### config.mk
export PLATFORM = sky130hd
export DESIGN_NAME = custom_wptr_full
export DESIGN_NICKNAME = d
export VERILOG_FILES = /design/src/rtl/custom_wptr_full.sv
export SDC_FILE = /design/constraint.sdc
export NUM_CORES = 1
export LEC_CHECK = 0
export BUFFER_PORTS_ARGS = -buffer_cell sky130_fd_sc_hd__buf_4
export CORE_MARGIN = 5
export CORE_UTILIZATION = 39
export CTS_CLUSTER_DIAMETER = 200
export DETAILED_ROUTE_END_ITERATION = 10
export SETUP_SLACK_MARGIN = 0.2
export SLEW_MARGIN = 5
export SYNTH_ARGS = -nofsm -noshare
export SYNTH_HDL_FRONTEND = slang
export SYNTH_SLANG_ARGS = --single-unit
### constraint.sdc
create_clock -name wclk_i -period 5.3 [get_ports wclk_i]
set_clock_uncertainty 0.05 [all_clocks]
set_input_delay 1.06 -clock wclk_i [delete_from_list [all_inputs] [get_ports wclk_i]]
set_output_delay 1.06 -clock wclk_i [all_outputs]
set_load 0.005 [all_outputs]
### src/rtl/custom_wptr_full.sv
// custom_wptr_full
//   Write-side pointer and full-flag generator for an asynchronous FIFO.
//   Consumes the read pointer (Gray code, already synchronized into wclk_i).
//   Produces the RAM write strobe and address, the Gray write pointer for
//   the write-to-read synchronizer, and a conservative full flag, fill level
//   and sticky overflow flag.
//
//   Optional feature macro: WPTR_FULL_AFULL_EN
//     When defined, adds walmost_full_o, registered as level >= AFULL_THRESH.
//
// Ports
//   wclk_i             write-domain clock
//   wrst_n_i           asynchronous active-low reset
//   winc_i             write request from the producer
//   rptr_sync2_wrclk_i synchronized Gray read pointer, ADDRSIZE+1 bits
//   wen_o              RAM write strobe (winc_i & ~wfull_o)
//   waddr_o            RAM write address
//   wptr_g_o           registered Gray write pointer
//   wfull_o            registered full flag
//   wlevel_o           registered conservative fill level, 0..2**ADDRSIZE
//   wovf_o             sticky: a write was attempted while full
//   walmost_full_o     registered almost-full flag (WPTR_FULL_AFULL_EN only)
module custom_wptr_full #(
    parameter int unsigned ADDRSIZE     = 4,
    parameter int unsigned AFULL_THRESH = 2**ADDRSIZE - 2
) (
    input  logic                wclk_i,
    input  logic                wrst_n_i,
    input  logic                winc_i,
    input  logic [ADDRSIZE:0]   rptr_sync2_wrclk_i,
    output logic                wen_o,
    output logic [ADDRSIZE-1:0] waddr_o,
    output logic [ADDRSIZE:0]   wptr_g_o,
    output logic                wfull_o,
    output logic [ADDRSIZE:0]   wlevel_o,
    output logic                wovf_o
`ifdef WPTR_FULL_AFULL_EN
    ,
    output logic                walmost_full_o
`endif
);

    localparam logic [ADDRSIZE:0] AFULL_LVL = (ADDRSIZE+1)'(AFULL_THRESH);

    logic [ADDRSIZE:0] wbin;
    logic [ADDRSIZE:0] wbin_nxt;
    logic [ADDRSIZE:0] wgray_nxt;
    logic [ADDRSIZE:0] rbin;
    logic [ADDRSIZE:0] rptr_full_cmp;
    logic [ADDRSIZE:0] wlevel_nxt;
    logic              wfull_nxt;

    // Gray-to-binary: each binary bit is the XOR of all Gray bits at or above it.
    for (genvar i = 0; i <= ADDRSIZE; i++) begin : g_rbin
        assign rbin[i] = ^(rptr_sync2_wrclk_i >> i);
    end

    // A write is accepted only when not full; a write while full is dropped.
    assign wen_o     = winc_i & ~wfull_o;
    assign wbin_nxt  = wbin + (ADDRSIZE+1)'(wen_o);
    assign wgray_nxt = (wbin_nxt >> 1) ^ wbin_nxt;

    // Full when the write pointer is exactly one lap ahead of the read pointer:
    // in Gray code that means the top two bits inverted, the rest equal.
    assign rptr_full_cmp = {~rptr_sync2_wrclk_i[ADDRSIZE:ADDRSIZE-1],
                            rptr_sync2_wrclk_i[ADDRSIZE-2:0]};
    assign wfull_nxt     = (wgray_nxt == rptr_full_cmp);

    // Modular difference; the pointer MSB makes 2**ADDRSIZE representable.
    assign wlevel_nxt = wbin_nxt - rbin;

    assign waddr_o = wbin[ADDRSIZE-1:0];

    always_ff @(posedge wclk_i or negedge wrst_n_i) begin
        if (!wrst_n_i) begin
            wbin     <= '0;
            wptr_g_o <= '0;
            wfull_o  <= 1'b0;
            wlevel_o <= '0;
            wovf_o   <= 1'b0;
        end else begin
            wbin     <= wbin_nxt;
            wptr_g_o <= wgray_nxt;
            wfull_o  <= wfull_nxt;
            wlevel_o <= wlevel_nxt;
            if (winc_i && wfull_o) begin
                wovf_o <= 1'b1;
            end
        end
    end

`ifdef WPTR_FULL_AFULL_EN
    always_ff @(posedge wclk_i or negedge wrst_n_i) begin
        if (!wrst_n_i) begin
            walmost_full_o <= 1'b0;
        end else begin
            walmost_full_o <= (wlevel_nxt >= AFULL_LVL);
        end
    end
`endif

endmodule

After elaboration in Yosys (flattened, before gate mapping) --
Cells that the tools add are included. Widths: inputs -> output; s select.
Cells by class: equal/unequal tests 1, bitwise gates (word level) 4, add/subtract/negate cells 2, reduce and logical (&&, ||, !) cells 6
Operators with widths (number):
- $reduce_xor 5->1 | 5
- $add 5x1->5 | 1
- $eq 5x5->1 | 1
- $sub 5x5->5 | 1
- $xor 4x5->5 | 1
- $not 2->2 | 1
- $and 1x1->1 | 1
- $logic_and 1x1->1 | 1
- $not 1->1 | 1
Storage, ports and cells: input bits 8, logic and storage cells 18, output and inout bits 17, flip-flop bits (word level) 17

Logic depth before layout (Yosys ltp) --
word-level depth 5, gate-level depth with buffers 9, mapped depth without buffers 9

Worst setup path before layout --
OpenSTA, ideal clock, no wires.
kind input port to flip-flop, start in rptr_sync2_wrclk_i[3], end reg wlevel_o[4], stages on the path 9, path slack 2.218 ns, arrival 2.897 ns, cell sequence xnor3_2 xor2_1 xnor2_1 ha_1 fa_1 inv_1 and3_4 o32a_1 o22ai_1
On the way: longest elaborated chain between the ends 2, elaborated cells on any way between the ends 5
Ends and longest elaborated chain:
- from (decl) | RTL line 30 | input logic [ADDRSIZE:0] rptr_sync2_wrclk_i,
- $reduce_xor 5->1 | RTL line 55 | assign rbin[i] = ^(rptr_sync2_wrclk_i >> i);
- $sub 5x5->5 (*) | RTL line 70 | assign wlevel_nxt = wbin_nxt - rbin;
- via wlevel_nxt[4] | RTL line 50 | logic [ADDRSIZE:0] wlevel_nxt;
- to (signal assigned) | RTL line 85 | wlevel_o <= wlevel_nxt;
- to (decl) | RTL line 35 | output logic [ADDRSIZE:0] wlevel_o,
The timed path passes the listed nets; every way through them passes the cells marked *. A chain may end at the register's enable or synchronous reset.

Worst setup path after layout --
Ends and elaborated chain as after synthesis.

==> results.cfg <==
[placed_design]
port_buffers = 24
dp_hpwl_mm = 1.38
placed_area_um2 = 1150
place_congestion = 0.739

[routing]
firstDrtPassIters = 4
wire_per_inst_um = 13.3
vias_per_cell = 4.76
ant_nets = 0
route.detailed.drc = 0
routed_wl_mm = 1.75
first_iter_violations = 12
num_vias = 624

[run]
cap_violations = 0

[setup_path]
critPathTopFamily = XOR/XNOR gates
cpMaxStageDelayCell = xnor3_2
crit_start = rptr_sync2_wrclk_i[3]
worst_ep_arrival_time_ps = 3250
critPathRequiredTime_ps = 5460
timing.rr.start = wfull_o
critPathMaxStageDelay_ps = 480
crit_cells = 10
worst_setup_path_end_kind = flop
cp_num_buf_inv = 2
r2r_end = wlevel_o[3]
path_class = input port to flop
cp_max_fo = 5
path_cells = buf_4 > xnor3_2 > xor2_1 > xnor2_1 > ha_1 > fa_1 > inv_1 > and3_4 > o32a_1 > o22ai_1
setup.worst_path.start_class = input port
r2r_setup_slack_ps = 2820
r2r_cells = 8

[timing]
slew_headroom = 0.755
rsz0062_at_grt = no
max_clock_freq_ghz = 0.324
fin_crit_ps = 3090
tns_ps = 0
maxSlewViolCount = 0
fin_crit_sh = 0.583
worstMarginPinSlew_ps = 365
hold_viol_final = 0
setup_violations = 0

[final_layout]
layout_commonest_cell = buf_4
drive_above_1_share = 0.320
diodes = 0
stdcell_area_um2 = 1190
area_growth_pct = 26.3
fin_nets = 118
final_cell_mix = buf_4 (24), dfrtp_1 (16), xnor2_1 (10)

[worst_hold_path]
hold_end = wovf_o
min_path_type = flop to flop
hp-start = wovf_o
hold_depth = 1

[die]
rows = 17
ios = 25
die_w_um = 59.2
die_area_um2 = 3500
core_area_um2 = 2250
die_y_um = 59.2
start_util = 0.418

[clock_tree]
path_clk_slew_ps = 100
htreeDepth = 1
ctsLongestPathBuffers = 2
cts_sinks = 16
clkLatencyLatePin_ps = 280
cts_resized = 0
ctsRootBufferMaster = clkbuf_4
postCtsSetupRepairBufs = 0
cts_tree = done
holdBufCountCts = 0
cts_buffers = 3

[power_and_ir_drop]
p_leak_nw = 0.588
finalPower_mw = 0.821
irDropWorstVdd_mv = 0.275
p_per_area_nw_per_um2 = 689

[logic_synthesis]
ys_types = 28
ys_ff_latch = 16
synth_top_cell_by_area = dfrtp_1
syn-cell-area_um2 = 943
synth_top_area_share = 0.424
synthTopCellsByArea = dfrtp_1 (42%), xnor2_1 (9.3%), xor2_1 (8.4%)
ys_seq_area_frac = 0.424
synth_warnings = 0
avgSynthCellArea_um2 = 12.4
synth_nets = 90
syn_inst = 76

[grt]
globalRoute.totalOverflow = 0
grt_pass1_vias = 644
antenna_found_initial = 0
grt_util_all_layers = 0.113
grt_max_degree = 17
grt_pass1_wl_mm = 2.92

[status]
status = finished, final reports clean
metal layers:
metal | global-route usage | routed length [µm]
met3 | 0.0218 | 119
met4 | 0.0777 | 28
met5 | 0 | 0
met1 | 0.138 | 769
met2 | 0.178 | 828
Yosys cell counts:
cell	count
and3_1	1
ha_1	5
buf_1	1
xnor3_2	1
xnor3_1	1
o21ai_0	1
or3_1	1
fa_1	1
a21boi_0	1
xnor2_1	10
nand2_1	2
a221oi_1	2
o22ai_1	1
inv_1	8
and3_4	1
xnor3_4	1
nor3_1	1
and3b_1	1
o32a_1	1
xor2_1	9
nor2b_1	2
a2111oi_2	1
a21o_1	2
dfrtp_1	16
o211ai_1	1
xnor2_4	1
nand3_1	2
o2bb2ai_1	1
report_power, final:
group,internal [mW],total [mW],switching (mW)
sequential,0.190,0.237,0.0465
combinational,0.278,0.503,0.226
clock,0.0418,0.0810,0.0392
total,0.510,0.821,0.311
worst max-delay path by stage:
stage / to / slack, ps
floorplan: wlevel_o[4] / 2220
global placement: wlevel_o[4] / 2000
detailed placement: wlevel_o[4] / 1910
CTS: wlevel_o[4] / 2210
global route: wlevel_o[4] / 2040
finish: wlevel_o[4] / 2210
cell families after synthesis:
kind of cell,Yosys count,synth area share
adder cells (fa/ha/maj),6,0.0875
flip-flops,16,0.424
AO/OA/AOI/OAI,11,0.0981
AND/OR/NAND/NOR,11,0.0716
buffers and inverters,9,0.0358
XOR/XNOR,23,0.282
flip-flops by register name, indices dropped and copies added (netlist names):
| signal | flops |
|---|---|
| wlevel_o | 5 |
| wovf_o | 1 |
| wfull_o | 1 |
| wptr_g_o | 4 |
| wbin | 5 |
stage by stage:
step	setup WS (ps)	instances	hold slack, ps	utilization
4_1_cts	2210	131	426	0.528
2_1_floorplan	2220	76	401	-
3_5_place_dp	1910	127	403	0.512
3_3_place_gp	2000	127	392	0.512
5_1_grt	2040	131	460	0.528
6_report	2210	131	419	0.528
worst reg2reg max path: stages, from the launching register on:
cell and delay [ps]:
dfrtp_1 400, nor2b_1 160, ha_1 240, ha_1 350, xnor2_4 210, inv_1 100
ha_1 340, a221oi_1 400, xnor2_1 120
cell type report:
class | instances | area (µm²)
Multi-Input combinational cell | 51 | 509
Fill cell | 220 | 1060
Clock buffer | 4 | 36.3
Sequential cell | 16 | 400
Tap cell | 28 | 35.0
Timing Repair Buffer | 24 | 180
Inverter | 8 | 30.0
Note: power is estimated with default switching activity, not from simulation.
